$ cat src/rtl/img_bank_mgr.sv
// Image-bank address manager: tracks pixel loading through an FSM, keeps one image index per read channel and
// publishes per-channel SDRAM read windows. Define IMG_AUTOPLAY_EN to add frame-driven automatic image advance.
module img_bank_mgr #(
  parameter int NUM_CH        = 2,
  parameter int IMG_W         = 5,
  parameter int ADDR_W        = 24,
  parameter int PIX_PER_IMG   = 384000,
  parameter int WORDS_PER_PIX = 2,
  parameter int LOAD_DLY      = 50,
  parameter int AUTO_FRAMES   = 120
) (
  input  logic                      iCLK,
  input  logic                      iRST,
  input  logic [7:0]                iImg_Tot,
  input  logic                      iTrigger,
  input  logic                      iGest_E,
  input  logic                      iGest_W,
  input  logic                      iNew_Frame,
  input  logic                      iEnd_Frame,
  output logic                      oLoading,
  output logic                      oReady,
  output logic [31:0]               oPix_Cnt,
  output logic [ADDR_W-1:0]         oWr_Max_Addr,
  output logic [NUM_CH*IMG_W-1:0]   oCur_Img,
  output logic [NUM_CH*ADDR_W-1:0]  oRd_Base_Addr,
  output logic [NUM_CH*ADDR_W-1:0]  oRd_Max_Addr,
  output logic                      oRd_Load
);

  localparam int MAX_IMG = 2 ** IMG_W;
  localparam int TOT_W   = IMG_W + 1;
  localparam logic [ADDR_W-1:0] RANGE = ADDR_W'(64'(PIX_PER_IMG) * 64'(WORDS_PER_PIX));
  localparam logic [31:0]       PPI32 = 32'(PIX_PER_IMG);
  localparam int SET_W = (LOAD_DLY > 1) ? $clog2(LOAD_DLY) : 1;
  localparam logic [SET_W-1:0] SET_LAST = (LOAD_DLY > 1) ? SET_W'(LOAD_DLY - 1) : '0;

  typedef enum logic [1:0] {S_IDLE, S_LOADING, S_SETTLE, S_READY} state_t;

  state_t              state_q, state_d;
  logic [TOT_W-1:0]    tot_q, tot_d, tot_clamp;
  logic [31:0]         pix_cnt_q, pix_cnt_d;
  logic [31:0]         pix_tgt_q, pix_tgt_new;
  logic [SET_W-1:0]    settle_q, settle_d;
  logic [ADDR_W-1:0]   wr_max_q, wr_max_d;
  logic                loading_q, ready_q, rd_load_q;
  logic                ready_entry;
  logic                in_ready, gest_e, gest_w, auto_w, step_w, step_e;
  logic [NUM_CH-1:0][IMG_W-1:0] seed;

  assign tot_clamp   = ({24'd0, iImg_Tot} > 32'(MAX_IMG)) ? TOT_W'(MAX_IMG) : TOT_W'(iImg_Tot);
  assign pix_tgt_q   = 32'(tot_q) * PPI32;
  assign pix_tgt_new = 32'(tot_clamp) * PPI32;

  always_comb begin
    state_d     = state_q;
    tot_d       = tot_q;
    pix_cnt_d   = pix_cnt_q;
    settle_d    = settle_q;
    wr_max_d    = wr_max_q;
    ready_entry = 1'b0;
    case (state_q)
      S_IDLE: begin
        if (iTrigger && (iImg_Tot != 8'd0)) begin
          tot_d     = tot_clamp;
          pix_cnt_d = 32'd1;
          settle_d  = '0;
          wr_max_d  = ADDR_W'(tot_clamp) * RANGE;
          state_d   = (pix_tgt_new <= 32'd1) ? S_SETTLE : S_LOADING;
        end
      end
      S_LOADING: begin
        if (iTrigger && (pix_cnt_q < pix_tgt_q)) begin
          pix_cnt_d = pix_cnt_q + 32'd1;
          if (pix_cnt_q + 32'd1 == pix_tgt_q) begin
            state_d = S_SETTLE;
          end
        end
      end
      S_SETTLE: begin
        if (settle_q == SET_LAST) begin
          settle_d    = '0;
          state_d     = S_READY;
          ready_entry = 1'b1;
        end else begin
          settle_d = settle_q + 1'b1;
        end
      end
      default: ;
    endcase
  end

  always_ff @(posedge iCLK or posedge iRST) begin
    if (iRST) begin
      state_q   <= S_IDLE;
      tot_q     <= '0;
      pix_cnt_q <= '0;
      settle_q  <= '0;
      wr_max_q  <= '0;
      loading_q <= 1'b0;
      ready_q   <= 1'b0;
      rd_load_q <= 1'b0;
    end else begin
      state_q   <= state_d;
      tot_q     <= tot_d;
      pix_cnt_q <= pix_cnt_d;
      settle_q  <= settle_d;
      wr_max_q  <= wr_max_d;
      loading_q <= (state_d == S_LOADING) || (state_d == S_SETTLE);
      ready_q   <= (state_d == S_READY);
      rd_load_q <= iNew_Frame;
    end
  end

  // Opposing gestures in the same cycle cancel out.
  assign in_ready = (state_q == S_READY);
  assign gest_e   = in_ready & iGest_E & ~iGest_W;
  assign gest_w   = in_ready & iGest_W & ~iGest_E;

`ifdef IMG_AUTOPLAY_EN
  localparam int FC_W = (AUTO_FRAMES > 1) ? $clog2(AUTO_FRAMES) : 1;
  localparam logic [FC_W-1:0] FC_LAST = (AUTO_FRAMES > 1) ? FC_W'(AUTO_FRAMES - 1) : '0;
  logic [FC_W-1:0] frame_cnt_q, frame_cnt_d;
  logic            user_gest;

  assign user_gest = in_ready & (iGest_E | iGest_W);

  always_comb begin
    frame_cnt_d = frame_cnt_q;
    auto_w      = 1'b0;
    if (user_gest) begin
      frame_cnt_d = '0;
    end else if (in_ready && iEnd_Frame) begin
      if (frame_cnt_q == FC_LAST) begin
        frame_cnt_d = '0;
        auto_w      = 1'b1;
      end else begin
        frame_cnt_d = frame_cnt_q + 1'b1;
      end
    end
  end

  always_ff @(posedge iCLK or posedge iRST) begin
    if (iRST) begin
      frame_cnt_q <= '0;
    end else begin
      frame_cnt_q <= frame_cnt_d;
    end
  end
`else
  assign auto_w = 1'b0;
`endif

  assign step_w = gest_w | auto_w;
  assign step_e = gest_e;

  // Starting index of channel k on entry to READY is k mod tot_q, built by repeated wrap-increment.
  always_comb begin : seed_calc
    logic [IMG_W-1:0] v;
    logic [TOT_W-1:0] nxt;
    v    = '0;
    nxt  = '0;
    seed = '0;
    for (int k = 0; k < NUM_CH; k++) begin
      seed[k] = v;
      nxt     = {1'b0, v} + 1'b1;
      v       = (nxt == tot_q) ? '0 : nxt[IMG_W-1:0];
    end
  end

  genvar gi;
  generate
    for (gi = 0; gi < NUM_CH; gi++) begin : g_ch
      logic [IMG_W-1:0]  idx_q, idx_d, idx_inc, idx_dec;
      logic [ADDR_W-1:0] base_q, max_q, base_d;

      assign idx_inc = (({1'b0, idx_q} + 1'b1) == tot_q) ? '0 : idx_q + 1'b1;
      assign idx_dec = (idx_q == '0) ? IMG_W'(tot_q - 1'b1) : idx_q - 1'b1;
      assign base_d  = ADDR_W'(idx_q) * RANGE;

      always_comb begin
        idx_d = idx_q;
        if (ready_entry) begin
          idx_d = seed[gi];
        end else if (step_w) begin
          idx_d = idx_inc;
        end else if (step_e) begin
          idx_d = idx_dec;
        end
      end

      // Addresses sample the pre-update index so a gesture never shifts the frame being closed.
      always_ff @(posedge iCLK or posedge iRST) begin
        if (iRST) begin
          idx_q  <= IMG_W'(gi % MAX_IMG);
          base_q <= '0;
          max_q  <= RANGE;
        end else begin
          idx_q <= idx_d;
          if (iEnd_Frame) begin
            base_q <= base_d;
            max_q  <= base_d + RANGE;
          end
        end
      end

      assign oCur_Img[gi*IMG_W +: IMG_W]         = idx_q;
      assign oRd_Base_Addr[gi*ADDR_W +: ADDR_W] = base_q;
      assign oRd_Max_Addr[gi*ADDR_W +: ADDR_W]  = max_q;
    end
  endgenerate

  assign oLoading     = loading_q;
  assign oReady       = ready_q;
  assign oPix_Cnt     = pix_cnt_q;
  assign oWr_Max_Addr = wr_max_q;
  assign oRd_Load     = rd_load_q;

endmodule

$ cat config.mk
export PLATFORM = sky130hd
export DESIGN_NAME = img_bank_mgr
export DESIGN_NICKNAME = d
export VERILOG_FILES = /design/src/rtl/img_bank_mgr.sv
export SDC_FILE = /design/constraint.sdc
export NUM_CORES = 1
export LEC_CHECK = 0
export CORE_MARGIN = 4
export CORE_UTILIZATION = 45
export DETAILED_ROUTE_END_ITERATION = 10
export MAX_ROUTING_LAYER = met4
export PLACE_DENSITY = 0.69
export SYNTH_ARGS = -nofsm -noshare
export SYNTH_HDL_FRONTEND = slang
export SYNTH_SLANG_ARGS = --single-unit
$ cat constraint.sdc
create_clock -name iCLK -period 8.44 [get_ports iCLK]
set_input_delay 1.688 -clock iCLK [delete_from_list [all_inputs] [get_ports iCLK]]
set_output_delay 1.688 -clock iCLK [all_outputs]
set_load 0.01 [all_outputs]
==> impl_metrics.csv <==
group,metric,value,unit
timing,finalSetupTns,0,ps
final_layout,fin_area,13400,um^2
worst_setup_path,worstPathRequired,8750,ps
pwr,swShare,31.4,%
pwr,p_clk_share,40.5,%
pwr,combPwrFrac,22.2,%
routing,drt_first_iter_violations,679,
synth,async_reset_ff_share,100,%
floorplan,die_w,168,um
routing,vias_per_cell,5.31,
final_layout,n_antenna_cell,0,
synth,syn_area,11500,um^2
cts,numCtsBuffers,17,
pwr,power.share.sequential,37.3,%
place,portBuffers,124,
cts,cts.path.max_buffers,2,
routing,wl,27300,um
synth,synth.largest_area_cell,"dfrtp_1",
global_routing,top_usage_layer,"met2",
timing,fin_crit_sh,86.3,%
cts,h-tree-depth,4,
floorplan,die-area,28200,um^2
pwr,p_leak,6.10,nW
global_routing,grt_use_met2,32.3,%
cts,cts.clk_slew.worst_paths,60,ps
synth,ys_ff_latch,123,
timing,rsz0062_at_grt,"no",
floorplan,rows,58,
place,dp_hpwl,20800,um
flow_run,cap_viol_max_count,0,
final_layout,final_nets,1576,
status,status,"completed",
cts,hold_buffers,0,
synth,seq_area_frac_synth,26.9,%
floorplan,fp.coreArea,25200,um^2
timing,period_minus_slack,7280,ps
cts,clock_latency,430,ps
timing,fmax,137,MHz
synth,synth.area.top_cells,"dfrtp_1 23%, ha_1 15%, fa_1 8.2%",
worst_setup_path,rr_startpoint,"tot_q[3]",
global_routing,gr-total-overflow,0,
worst_setup_path,cp.arrival,7590,ps
timing,finalMaxSlewViolations,0,
timing,finClkSkew,6.41,ps
global_routing,antenna_found_initial,0,
pwr,ir_drop,0.103,mV
pwr,p_int,1.22,mW
timing,finalSetupViolations,0,
synth,syn_avg_cell_area,9.01,um^2
global_routing,grt_start_max_net_pins,71,
global_routing,grtUsageMet1,27.0,%
synth,synth-edff-count,0,
hold_path,min_path_type,"register to register",
final_layout,post-route-util,53.2,%
worst_setup_path,startpoint_type,"input pin",
synth,synth_top_area_share,23.5,%
timing,slew-limit-headroom,32.8,%
floorplan,die_h,168,um
timing,holdWs,473,ps
pwr,p_switching,557,uW
routing,ant_nets,0,
worst_setup_path,critPathMaxFanout,9,
global_routing,grt_pass1_vias,9184,
global_routing,grtUsageMet3,3.55,%
worst_setup_path,ff2ff_setup_slack,1730,ps
hold_path,hold_depth,2,
floorplan,start_util,45.8,%
worst_setup_path,timing.rr.end,"oLoading",
synth,ys_types,69,
place,globalplace.congestion,0.873,
routing,wl_per_cell,15.8,um
place,dp_cells,1691,
timing,hold_violations,0,
synth,yosysWarnings,0,
final_layout,area_growth,16.2,%
place,placed_cell_area,12800,um^2
worst_setup_path,crit_path_start,"iImg_Tot[5]",
hold_path,holdCritStartpoint,"oWr_Max_Addr[14]",
pwr,powerDensity,133,nW/um^2
final_layout,layout-drive-gt1-share,7.97,%
routing,drc,0,
cts,cts-resized-gates,0,
cts,cts_tree,"done",
worst_setup_path,rr_worst_depth,20,
final_layout,stdcell_count,1723,
cts,cts_root_buffer,"clkbuf_16",
synth,synthCells,1279,
cts,cts_setup_buffers,0,
worst_setup_path,crit_path_end_kind,"register",
hold_path,min_to,"oWr_Max_Addr[14]",
synth,synth_flop_cell,"dfrtp_1",
routing,dr.pass1.iters,5,
global_routing,grt_first_pass_wirelength,46100,um
floorplan,io_pins,180,
worst_setup_path,crit_type,"input pin to register",
timing,worst_pin_slew,1010,ps
cts,numClockSinks,123,
global_routing,grt_usage,20.1,%
routing,num_vias,9148,
[cell type report]
class / instances / area (um^2)
clock inverters: 14 / 135
flip-flops and latches: 123 / 3100
inverters: 134 / 505
well taps: 330 / 413
fillers: 2291 / 11800
multi-input cells: 975 / 7530
repair buffers: 129 / 1270
clock buffers: 18 / 439
[cells in the mapped netlist (all sizes together) (3+ instances only)]
cell type,count
nand2b,5
a21o,7
or4,8
dfstp,15
inv,134
o211ai,9
and4,6
dfrtp,108
xor2,42
ha,134
nor4,11
a31o,5
a211oi,6
mux2i,6
nand2,97
or3,9
nor3b,8
nor2b,14
a2111oi,4
a21oi,57
nand4,21
xnor2,61
clkbuf,35
a211o,4
a22oi,3
nand3,29
o31ai,24
nand3b,6
o22ai,6
nor2,76
o21ai,91
and3,14
o21bai,3
and2,8
nor3,19
a31oi,7
buf,68
mux2,35
a21boi,8
fa,47
or2,4
o21a,5
[per-layer routing]
metal	routed length [um]	share of wire [%]
met1	12900	47
met2	12900	47
met3	1230	4.5
met4	174	0.64
met5	0	0
[critical path: stages]
cell and delay (ps):
clkdlybuf4s50_1 400, nor3_1 610, nand2_1 300, fa_1 590, inv_1 70, fa_1 480, inv_1 60, fa_1 540
inv_1 50, ha_1 250, o31ai_1 390, nand2_1 120, a211oi_1 390, nor2_1 60, or4_1 500, or4_1 550
a21oi_1 160, o21ai_1 100, ha_1 300
[kinds of logic (layout without fill, tap and decap cells)]
kind of cell	Yosys count	after routing	share of synthesized area [%]
xor+xnor	104	104	8.09
buf+inv	237	295	9.70
compound gates	252	252	13.4
flops	123	123	26.9
simple gates	340	340	15.2
mux	41	41	3.94
fa+ha+maj	181	181	22.7
other cells	1	57	0.0325
[flip-flops by register name (all words and copies together) (netlist names), 6 cells and up, named ones only]
signal / count
g_ch.idx_q: 10
oWr_Max_Addr: 12
g_ch.max_q: 26
tot_q: 6
oPix_Cnt: 32
g_ch.base_q: 26
settle_q: 6
[placed cells by master, fill, tap and decap left out, drive strengths merged, types with 19 or more instances in the layout]
cell type	n
nand4	21
nand3	29
ha	134
inv	140
xor2	42
nor2	76
o31ai	24
a21oi	57
nand2	97
dfrtp	108
nor3	19
xnor2	61
conb	57
o21ai	91
mux2	35
clkdlybuf4s50	123
fa	47
[power by group through the flow]
stage / Sequential (mW) / Combinational, mW / Clock (mW)
global placement: 0.673 / 0.386 / 0
global route: 0.668 / 0.444 / 0.764
CTS: 0.662 / 0.397 / 0.738
floorplan: 0.669 / 0.281 / 0
finish: 0.662 / 0.394 / 0.719
detailed placement: 0.672 / 0.392 / 0
[worst max path at each step]
stage                to  depth (start not counted)  slack, ps
6_report       oLoading                         19       1160
5_1_grt        oLoading                         19        770
4_1_cts        oLoading                         19       1210
3_5_place_dp   oLoading                         19        740
3_3_place_gp   oLoading                         19        890
2_1_floorplan  oLoading                         18       1720
[metrics by stage]
step           worst slack [ps]  total power [mW]
2_1_floorplan              1720             0.950
3_3_place_gp                889              1.06
3_5_place_dp                738              1.06
4_1_cts                    1210              1.80
5_1_grt                     771              1.88
6_report                   1160              1.78
(Power assumes the default switching activity.)
